## src/rtl/m2_fetch_sprime_pkg.sv

```systemverilog
`default_nettype none
// ============================================================================
// m2_fetch_sprime_pkg : shared M2 state types, project constants, helpers
// Revision 1.0
// ============================================================================
package m2_fetch_sprime_pkg;

    typedef enum logic [1:0] {
        S_M2_IDLE,
        S_M2_FETCH,
        S_M2_COMPUTE,
        S_M2_WRITE
    } M2_state_type;

    typedef enum logic [1:0] {
        S_FETCH_IDLE,
        S_FETCH_ISSUE,
        S_FETCH_DRAIN,
        S_FETCH_DONE
    } M2_fetch_state_type;

    localparam logic [17:0] DEFAULT_BASE_ADDR    = 18'd76800;
    localparam int          DEFAULT_IMG_WIDTH    = 320;
    localparam int          DEFAULT_SRAM_LATENCY = 3;

    function automatic logic [31:0] sign_extend16(input logic [15:0] value);
        return {{16{value[15]}}, value};
    endfunction

endpackage
`default_nettype wire

```

## src/rtl/m2_fetch_sprime_if.sv

```systemverilog
`default_nettype none
// ============================================================================
// m2_fetch_sprime_if : start/SRAM/DPRAM signal bundle of the S' fetch unit
// Revision 1.0
// ============================================================================
interface m2_fetch_sprime_if;
    logic        START_I;
    logic [4:0]  BLOCK_ROW_I;
    logic [5:0]  BLOCK_COL_I;
    logic [17:0] SRAM_ADDRESS_O;
    logic        SRAM_WE_N_O;
    logic [15:0] SRAM_READ_DATA_I;
    logic [6:0]  DPRAM_ADDRESS_O;
    logic [31:0] DPRAM_WRITE_DATA_O;
    logic        DPRAM_WE_O;
    logic        BUSY_O;
    logic        DONE_O;

    modport slave (
        input  START_I, BLOCK_ROW_I, BLOCK_COL_I, SRAM_READ_DATA_I,
        output SRAM_ADDRESS_O, SRAM_WE_N_O, DPRAM_ADDRESS_O,
               DPRAM_WRITE_DATA_O, DPRAM_WE_O, BUSY_O, DONE_O
    );

    modport master (
        output START_I, BLOCK_ROW_I, BLOCK_COL_I, SRAM_READ_DATA_I,
        input  SRAM_ADDRESS_O, SRAM_WE_N_O, DPRAM_ADDRESS_O,
               DPRAM_WRITE_DATA_O, DPRAM_WE_O, BUSY_O, DONE_O
    );
endinterface
`default_nettype wire

```

## src/rtl/m2_fetch_sprime_valid_delay.sv

```systemverilog
`default_nettype none
// ============================================================================
// m2_valid_delay : DEPTH-stage shift register carrying a valid flag + index
// Revision 1.0
// ============================================================================
module m2_valid_delay #(
    parameter int DEPTH = 3
) (
    input  logic       CLOCK_I,
    input  logic       RESETN_I,
    input  logic       valid,
    input  logic [5:0] index,
    output logic       delayed_valid,
    output logic [5:0] delayed_index
);
    logic [DEPTH-1:0] valid_pipe;
    logic [5:0]       index_pipe [DEPTH];

    always_ff @(posedge CLOCK_I or negedge RESETN_I) begin
        if (!RESETN_I) begin
            valid_pipe[0] <= 1'b0;
            index_pipe[0] <= 6'd0;
        end else begin
            valid_pipe[0] <= valid;
            index_pipe[0] <= index;
        end
    end

    generate
        for (genvar i = 1; i < DEPTH; i++) begin : g_stage
            always_ff @(posedge CLOCK_I or negedge RESETN_I) begin
                if (!RESETN_I) begin
                    valid_pipe[i] <= 1'b0;
                    index_pipe[i] <= 6'd0;
                end else begin
                    valid_pipe[i] <= valid_pipe[i-1];
                    index_pipe[i] <= index_pipe[i-1];
                end
            end
        end
    endgenerate

    assign delayed_valid = valid_pipe[DEPTH-1];
    assign delayed_index = index_pipe[DEPTH-1];
endmodule
`default_nettype wire

```

## src/rtl/m2_fetch_sprime.sv

```systemverilog
`default_nettype none
// ============================================================================
// m2_fetch_sprime : reads one 8x8 S' block from SRAM into DPRAM0 port B
// Revision 1.0
// ============================================================================
module m2_fetch_sprime
    import m2_fetch_sprime_pkg::*;
#(
    parameter logic [17:0] BASE_ADDR    = DEFAULT_BASE_ADDR,
    parameter int          IMG_WIDTH    = DEFAULT_IMG_WIDTH,
    parameter int          SRAM_LATENCY = DEFAULT_SRAM_LATENCY
) (
    input  logic             CLOCK_I,
    input  logic             RESETN_I,
    m2_fetch_sprime_if.slave bus
);
    localparam logic [17:0] ROW_STRIDE = 18'(IMG_WIDTH);

    M2_fetch_state_type state;
    logic [2:0]  elem_row;
    logic [2:0]  elem_col;
    logic [17:0] row_base;
    logic [17:0] sram_address;
    logic [17:0] start_address;
    logic        busy;
    logic        done;

    logic        issue_valid;
    logic [5:0]  issue_index;
    logic        delayed_valid;
    logic [5:0]  delayed_index;

    logic        dpram_we;
    logic [5:0]  dpram_index;
    logic [31:0] dpram_data;

    // The only multiply is the block-origin offset, taken once per START.
    assign start_address = 18'(32'(BASE_ADDR)
                             + 32'(bus.BLOCK_ROW_I) * 32'(8 * IMG_WIDTH)
                             + 32'(bus.BLOCK_COL_I) * 32'd8);

    assign issue_valid = (state == S_FETCH_ISSUE);
    assign issue_index = {elem_row, elem_col};

    always_ff @(posedge CLOCK_I or negedge RESETN_I) begin
        if (!RESETN_I) begin
            state        <= S_FETCH_IDLE;
            elem_row     <= 3'd0;
            elem_col     <= 3'd0;
            row_base     <= 18'd0;
            sram_address <= 18'd0;
            busy         <= 1'b0;
            done         <= 1'b0;
        end else begin
            case (state)
                S_FETCH_IDLE: begin
                    if (bus.START_I) begin
                        state        <= S_FETCH_ISSUE;
                        elem_row     <= 3'd0;
                        elem_col     <= 3'd0;
                        row_base     <= start_address;
                        sram_address <= start_address;
                        busy         <= 1'b1;
                    end
                end
                S_FETCH_ISSUE: begin
                    if (elem_col == 3'd7) begin
                        elem_col <= 3'd0;
                        if (elem_row == 3'd7) begin
                            state <= S_FETCH_DRAIN;
                        end else begin
                            elem_row     <= elem_row + 3'd1;
                            row_base     <= row_base + ROW_STRIDE;
                            sram_address <= row_base + ROW_STRIDE;
                        end
                    end else begin
                        elem_col     <= elem_col + 3'd1;
                        sram_address <= sram_address + 18'd1;
                    end
                end
                S_FETCH_DRAIN: begin
                    // Leave once the last element is on the write port.
                    if (dpram_we && dpram_index == 6'd63) begin
                        state <= S_FETCH_DONE;
                        done  <= 1'b1;
                    end
                end
                S_FETCH_DONE: begin
                    state <= S_FETCH_IDLE;
                    done  <= 1'b0;
                    busy  <= 1'b0;
                end
                default: state <= S_FETCH_IDLE;
            endcase
        end
    end

    m2_valid_delay #(
        .DEPTH(SRAM_LATENCY)
    ) u_valid_delay (
        .CLOCK_I       (CLOCK_I),
        .RESETN_I      (RESETN_I),
        .valid         (issue_valid),
        .index         (issue_index),
        .delayed_valid (delayed_valid),
        .delayed_index (delayed_index)
    );

    always_ff @(posedge CLOCK_I or negedge RESETN_I) begin
        if (!RESETN_I) begin
            dpram_we    <= 1'b0;
            dpram_index <= 6'd0;
            dpram_data  <= 32'd0;
        end else begin
            dpram_we <= delayed_valid;
            if (delayed_valid) begin
                dpram_index <= delayed_index;
                dpram_data  <= sign_extend16(bus.SRAM_READ_DATA_I);
            end
        end
    end

    assign bus.SRAM_ADDRESS_O     = sram_address;
    assign bus.SRAM_WE_N_O        = 1'b1;
    assign bus.DPRAM_ADDRESS_O    = {1'b0, dpram_index};
    assign bus.DPRAM_WRITE_DATA_O = dpram_data;
    assign bus.DPRAM_WE_O         = dpram_we;
    assign bus.BUSY_O             = busy;
    assign bus.DONE_O             = done;
endmodule
`default_nettype wire

```

## src/flat_wrapper.sv

```systemverilog
// flat-port wrapper written by rule: the top's interface ports become plain ports
module m2_fetch_sprime_flat import m2_fetch_sprime_pkg::*;
#(
    parameter logic [17:0] BASE_ADDR    = DEFAULT_BASE_ADDR,
    parameter int          IMG_WIDTH    = DEFAULT_IMG_WIDTH,
    parameter int          SRAM_LATENCY = DEFAULT_SRAM_LATENCY
)
  (CLOCK_I, RESETN_I, bus_START_I, bus_BLOCK_ROW_I, bus_BLOCK_COL_I, bus_SRAM_READ_DATA_I, bus_SRAM_ADDRESS_O, bus_SRAM_WE_N_O, bus_DPRAM_ADDRESS_O, bus_DPRAM_WRITE_DATA_O, bus_DPRAM_WE_O, bus_BUSY_O, bus_DONE_O);
  m2_fetch_sprime_if bus_i ();
  input  logic CLOCK_I;
  input  logic RESETN_I;
  input wire logic [$bits(bus_i.START_I)-1:0] bus_START_I;
  input wire logic [$bits(bus_i.BLOCK_ROW_I)-1:0] bus_BLOCK_ROW_I;
  input wire logic [$bits(bus_i.BLOCK_COL_I)-1:0] bus_BLOCK_COL_I;
  input wire logic [$bits(bus_i.SRAM_READ_DATA_I)-1:0] bus_SRAM_READ_DATA_I;
  output wire logic [$bits(bus_i.SRAM_ADDRESS_O)-1:0] bus_SRAM_ADDRESS_O;
  output wire logic [$bits(bus_i.SRAM_WE_N_O)-1:0] bus_SRAM_WE_N_O;
  output wire logic [$bits(bus_i.DPRAM_ADDRESS_O)-1:0] bus_DPRAM_ADDRESS_O;
  output wire logic [$bits(bus_i.DPRAM_WRITE_DATA_O)-1:0] bus_DPRAM_WRITE_DATA_O;
  output wire logic [$bits(bus_i.DPRAM_WE_O)-1:0] bus_DPRAM_WE_O;
  output wire logic [$bits(bus_i.BUSY_O)-1:0] bus_BUSY_O;
  output wire logic [$bits(bus_i.DONE_O)-1:0] bus_DONE_O;
  assign bus_i.START_I = bus_START_I;
  assign bus_i.BLOCK_ROW_I = bus_BLOCK_ROW_I;
  assign bus_i.BLOCK_COL_I = bus_BLOCK_COL_I;
  assign bus_i.SRAM_READ_DATA_I = bus_SRAM_READ_DATA_I;
  assign bus_SRAM_ADDRESS_O = bus_i.SRAM_ADDRESS_O;
  assign bus_SRAM_WE_N_O = bus_i.SRAM_WE_N_O;
  assign bus_DPRAM_ADDRESS_O = bus_i.DPRAM_ADDRESS_O;
  assign bus_DPRAM_WRITE_DATA_O = bus_i.DPRAM_WRITE_DATA_O;
  assign bus_DPRAM_WE_O = bus_i.DPRAM_WE_O;
  assign bus_BUSY_O = bus_i.BUSY_O;
  assign bus_DONE_O = bus_i.DONE_O;
  m2_fetch_sprime #(.BASE_ADDR(BASE_ADDR), .IMG_WIDTH(IMG_WIDTH), .SRAM_LATENCY(SRAM_LATENCY)) u_core (.CLOCK_I(CLOCK_I), .RESETN_I(RESETN_I), .bus(bus_i));
endmodule
```

## config.mk

```make
export PLATFORM = sky130hd
export DESIGN_NAME = m2_fetch_sprime_flat
export DESIGN_NICKNAME = d
export VERILOG_FILES = /design/src/rtl/m2_fetch_sprime_pkg.sv /design/src/rtl/m2_fetch_sprime_if.sv /design/src/rtl/m2_fetch_sprime_valid_delay.sv /design/src/rtl/m2_fetch_sprime.sv /design/src/flat_wrapper.sv
export SDC_FILE = /design/constraint.sdc
export NUM_CORES = 1
export LEC_CHECK = 0
export CAP_MARGIN = 40
export CORE_MARGIN = 2
export CORE_UTILIZATION = 50
export CTS_BUF_LIST = sky130_fd_sc_hd__clkbuf_8
export DETAILED_ROUTE_END_ITERATION = 10
export MAX_ROUTING_LAYER = met4
export PLACE_DENSITY_LB_ADDON = 0.05
export REMOVE_ABC_BUFFERS = 1
export SLEW_MARGIN = 20
export SYNTH_ARGS = -nofsm -noshare
export SYNTH_HDL_FRONTEND = slang
export SYNTH_SLANG_ARGS = --single-unit
```

## constraint.sdc

```tcl
create_clock -name CLOCK_I -period 4.2 [get_ports CLOCK_I]
set_input_delay 0.84 -clock CLOCK_I [delete_from_list [all_inputs] [get_ports CLOCK_I]]
set_output_delay 0.84 -clock CLOCK_I [all_outputs]
set_load 0.05 [all_outputs]
```

==> summary.md <==
| Metric | Value |
|---|---|
| Buf/Inv on CP | `1` |
| Logic gate share of total power | `approximately 58%` |
| Filler Cells Inserted | `between 700 and 800` |
| Max stage delay on crit path | `0.54 ns` |
| Total negative slack | `0 ns` |
| Crit path time final | `3.01 ns` |
| Sw Pwr | `2390 uW` |
| Final Util | `a little over three fifths` |
| Crit path DAT | `between 3 and 4 ns` |
| Placed insts | `about 610` |
| Num CTS Buffers | `9` |
| Area Growth Syn to Fin | `22.5%` |
| Initial antenna violation count | `0` |
| # clock sinks | `87` |
| Cells after Synth | `448` |
| Post-CTS resize count | `0` |
| Die Y-Extent | `99.1 um` |
| Worst-path cell chain | `clkdlybuf4s50_1 -> ha_1 -> ha_1 -> fa_1 -> nor2_1 -> or4_1 -> a22oi_1 -> o211ai_1` |
| Final Hold Fails | `0` |
| Final-report max-slew violation count | `0` |
| Layout net count | `around 570` |
| WP data required | `4.42 ns` |
| Total track usage | `between 20% and 30%` |
| Ports | `just over 90` |
| Worst-path fanout max | `4` |
| Most frequent CP cell | `ha_1` |
| CTS tree | `done` |
| CP delay by family, top | `adder cells` |
| First-pass GRT wire length | `17500 um` |
| Ant diodes | `0` |
| Max clock buf depth | `2` |
| Clk slew on worst S/H paths | `around 0.08 ns` |
| Post-route insts no fill | `628` |
| Final WL | `slightly above 10000 um` |
| Slew HR | `43.4%` |
| Post-DR vias/cell | `around 5.7` |
| Die area | `about 10000 um2` |
| Startpoint Class | `input port` |
| Pwr dens | `854 nW/um2` |
| Area leader, netlist | `dfrtp_1` |
| Number of post-CTS setup repair buffers | `0` |
| Worst Max-Slew Pin Slew | `roughly 0.85 ns` |
| Netlist cell types | `64` |
| Post-synth top area share | `between 40% and 50%` |
| Initial DRC count | `185` |
| Lkg Pwr | `~0.0024 uW` |
| GPL Wtd Cong | `around 0.91` |
| Max Cap Viol | `0` |
| DPL Wire Length | `~7400 um` |
| PortBufs | `88` |
| Synth Flop Type | `dfrtp_1` |
| Worst hold margin | `about 0.35 ns` |
| Clock latency on the worst-skew pair | `roughly 0.36 ns` |
| Mean Syn Cell Area | `between 10 and 15 um2` |
| Multi-input gate area | `2060 um2` |
| Crit Path Category | `input port to flip-flop` |
| Drt first pass iters | `4` |
| Net Sw Frac | `50.5%` |
| Share of cells above drive strength 1 | `between 10% and 20%` |
| Max Fclk | `0.332 GHz` |
| Syn. warnings | `0` |
| Core area | `around 8800 um2` |
| Site Rows | `34` |
| Period utilization | `a little over 70%` |
| DRC | `0` |
| Top cells by area, synth | `dfrtp_1 (48%), mux2_2 (6.0%), ha_1 (5.0%), o21ai_0 (4.1%), nand2_1 (4.0%)` |
| Initial Util | `between 50% and 60%` |
| Post-Route Skew | `0.0152 ns` |
| Mapped Area | `roughly 4500 um2` |
| Pint | `between 2000 and 2500 uW` |
| Worst vdd ir | `approximately 360 uV` |
| Slowest cell on the critical path | `fa_1` |
| Post-synth EDFFs | `0` |
| Register area | `about 2200 um2` |
| H-tree levels | `3` |
| Status | `complete, no violations` |
| Commonest non-fill, non-tap cells in the layout | `clkdlybuf4s50_1 (87), dfrtp_1 (87), nand2_1 (48)` |
| Die Width | `~100 um` |
| Clock Power Share | `about a tenth` |
| Seq/Total Area, Yosys | `48.1%` |
| Total global routing overflow | `0` |
| Setup violators final | `0` |
| Largest net degree at the start of global routing | `46` |
| Root buf cell | `clkbuf_8` |
| RSZ-0062 raised after global routing | `no` |
| Crit. End Element | `flip-flop` |
| Wirelength per Cell | `16.4 um` |
| HP Class | `flip-flop to flip-flop` |
| Vias | `about 3600` |
| Synth async-reset ratio | `100%` |
| Vias in the first global route | `3484` |
| CTS Hold Bufs | `0` |
| Antenna viol nets, final | `0` |
| Register share of total power | `31.5%` |
| Yosys reg bits | `just under 90` |
## through the flow
stage                     setup WS (ns)  cell area, um2  total power [uW]
after floorplan                   -2.00            4290              3220
after global placement            0.826            5330              4170
after detailed placement          0.790            5380              4250
after CTS                          1.19            5540              4760
after global routing               1.02            5540              5050
final                              1.19            5540              4740
## Yosys cell counts (3+ instances only)
master    instances
o211ai_1          3
inv_1            15
dfrtp_1          87
nor3_1            9
nand3_1          15
nor4_1            5
nor2_1           29
mux2_2           24
mux2i_1           3
xor2_1            3
or3_1             4
clkbuf_1          7
buf_1             3
o31ai_1           3
a31oi_1           9
nand2_1          48
buf_2             4
a21o_1            5
a211oi_1          3
ha_1             18
buf_4            20
a21oi_1          21
xnor2_1          10
nand4_1           7
o21ai_0          37
o22ai_1           5
## area by class of cell
cell class | count | share of cell area, %
Inverter | 15 | 1.02
Clock buffer | 9 | 2.24
Sequential cell | 87 | 39.3
Tap cell | 108 | 2.44
Multi-Input combinational cell | 309 | 37.2
Clock inverter | 6 | 0.700
Timing Repair Buffer | 94 | 17.2
## flip-flops by register name, summed over array words and instances (netlist names)
register / cells
u_core.bus.SRAM_ADDRESS_O: 18
u_core.bus.DPRAM_WRITE_DATA_O: 16
u_core.row_base: 15
u_core.u_valid_delay.index_pipe: 12
u_core.dpram_index: 6
u_core.u_valid_delay.delayed_index: 6
u_core.elem_col: 3
u_core.elem_row: 3
u_core.state: 2
u_core.u_valid_delay.valid_pipe: 2
u_core.bus.BUSY_O: 1
u_core.bus.DONE_O: 1
u_core.bus.DPRAM_WE_O: 1
u_core.u_valid_delay.delayed_valid: 1
## worst paths after layout
check / startpoint / end / slack [ns] / cells past startpoint
min: u_core.u_valid_delay.index_pipe[12]$_DFF_PN0_ / u_core.u_valid_delay.index_pipe[6]$_DFF_PN0_ / 0.35 / 0
max in group asynchronous: RESETN_I / u_core.row_base[15]$_DFFE_PN0P_ / 3.11 / 2
min reg2reg: u_core.u_valid_delay.index_pipe[12]$_DFF_PN0_ / u_core.u_valid_delay.index_pipe[6]$_DFF_PN0_ / 0.35 / 0
max: bus_BLOCK_ROW_I[1] / u_core.bus.SRAM_ADDRESS_O[16]$_DFFE_PN0P_ / 1.19 / 8
min in group asynchronous: RESETN_I / u_core.u_valid_delay.index_pipe[16]$_DFF_PN0_ / 0.47 / 1
max reg2reg: u_core.elem_col[0]$_DFFE_PN0P_ / u_core.bus.SRAM_ADDRESS_O[16]$_DFFE_PN0P_ / 1.22 / 7
## layer usage
layer | track usage, % | wire length, um
met5 | - | 0
met4 | 7.27 | 214
met3 | 3.58 | 523
met2 | 35.1 | 4830
met1 | 31.7 | 4750
## cell families after synthesis
family	share of synthesized area, %
simple gates	14.5
compound gates	16.3
flops	48.1
buf+inv	6.36
mux	6.64
fa+ha+maj	5.42
xor+xnor	2.52
other cells	0.166
## power by group through the flow
stage	Combinational [uW]	Clock, uW	Sequential [uW]
detailed placement	2740	0	1510
finish	2740	506	1490
global route	2950	554	1550
CTS	2750	520	1490
global placement	2660	0	1510
floorplan	945	0	2270
Power figures use the tool's default switching activity.
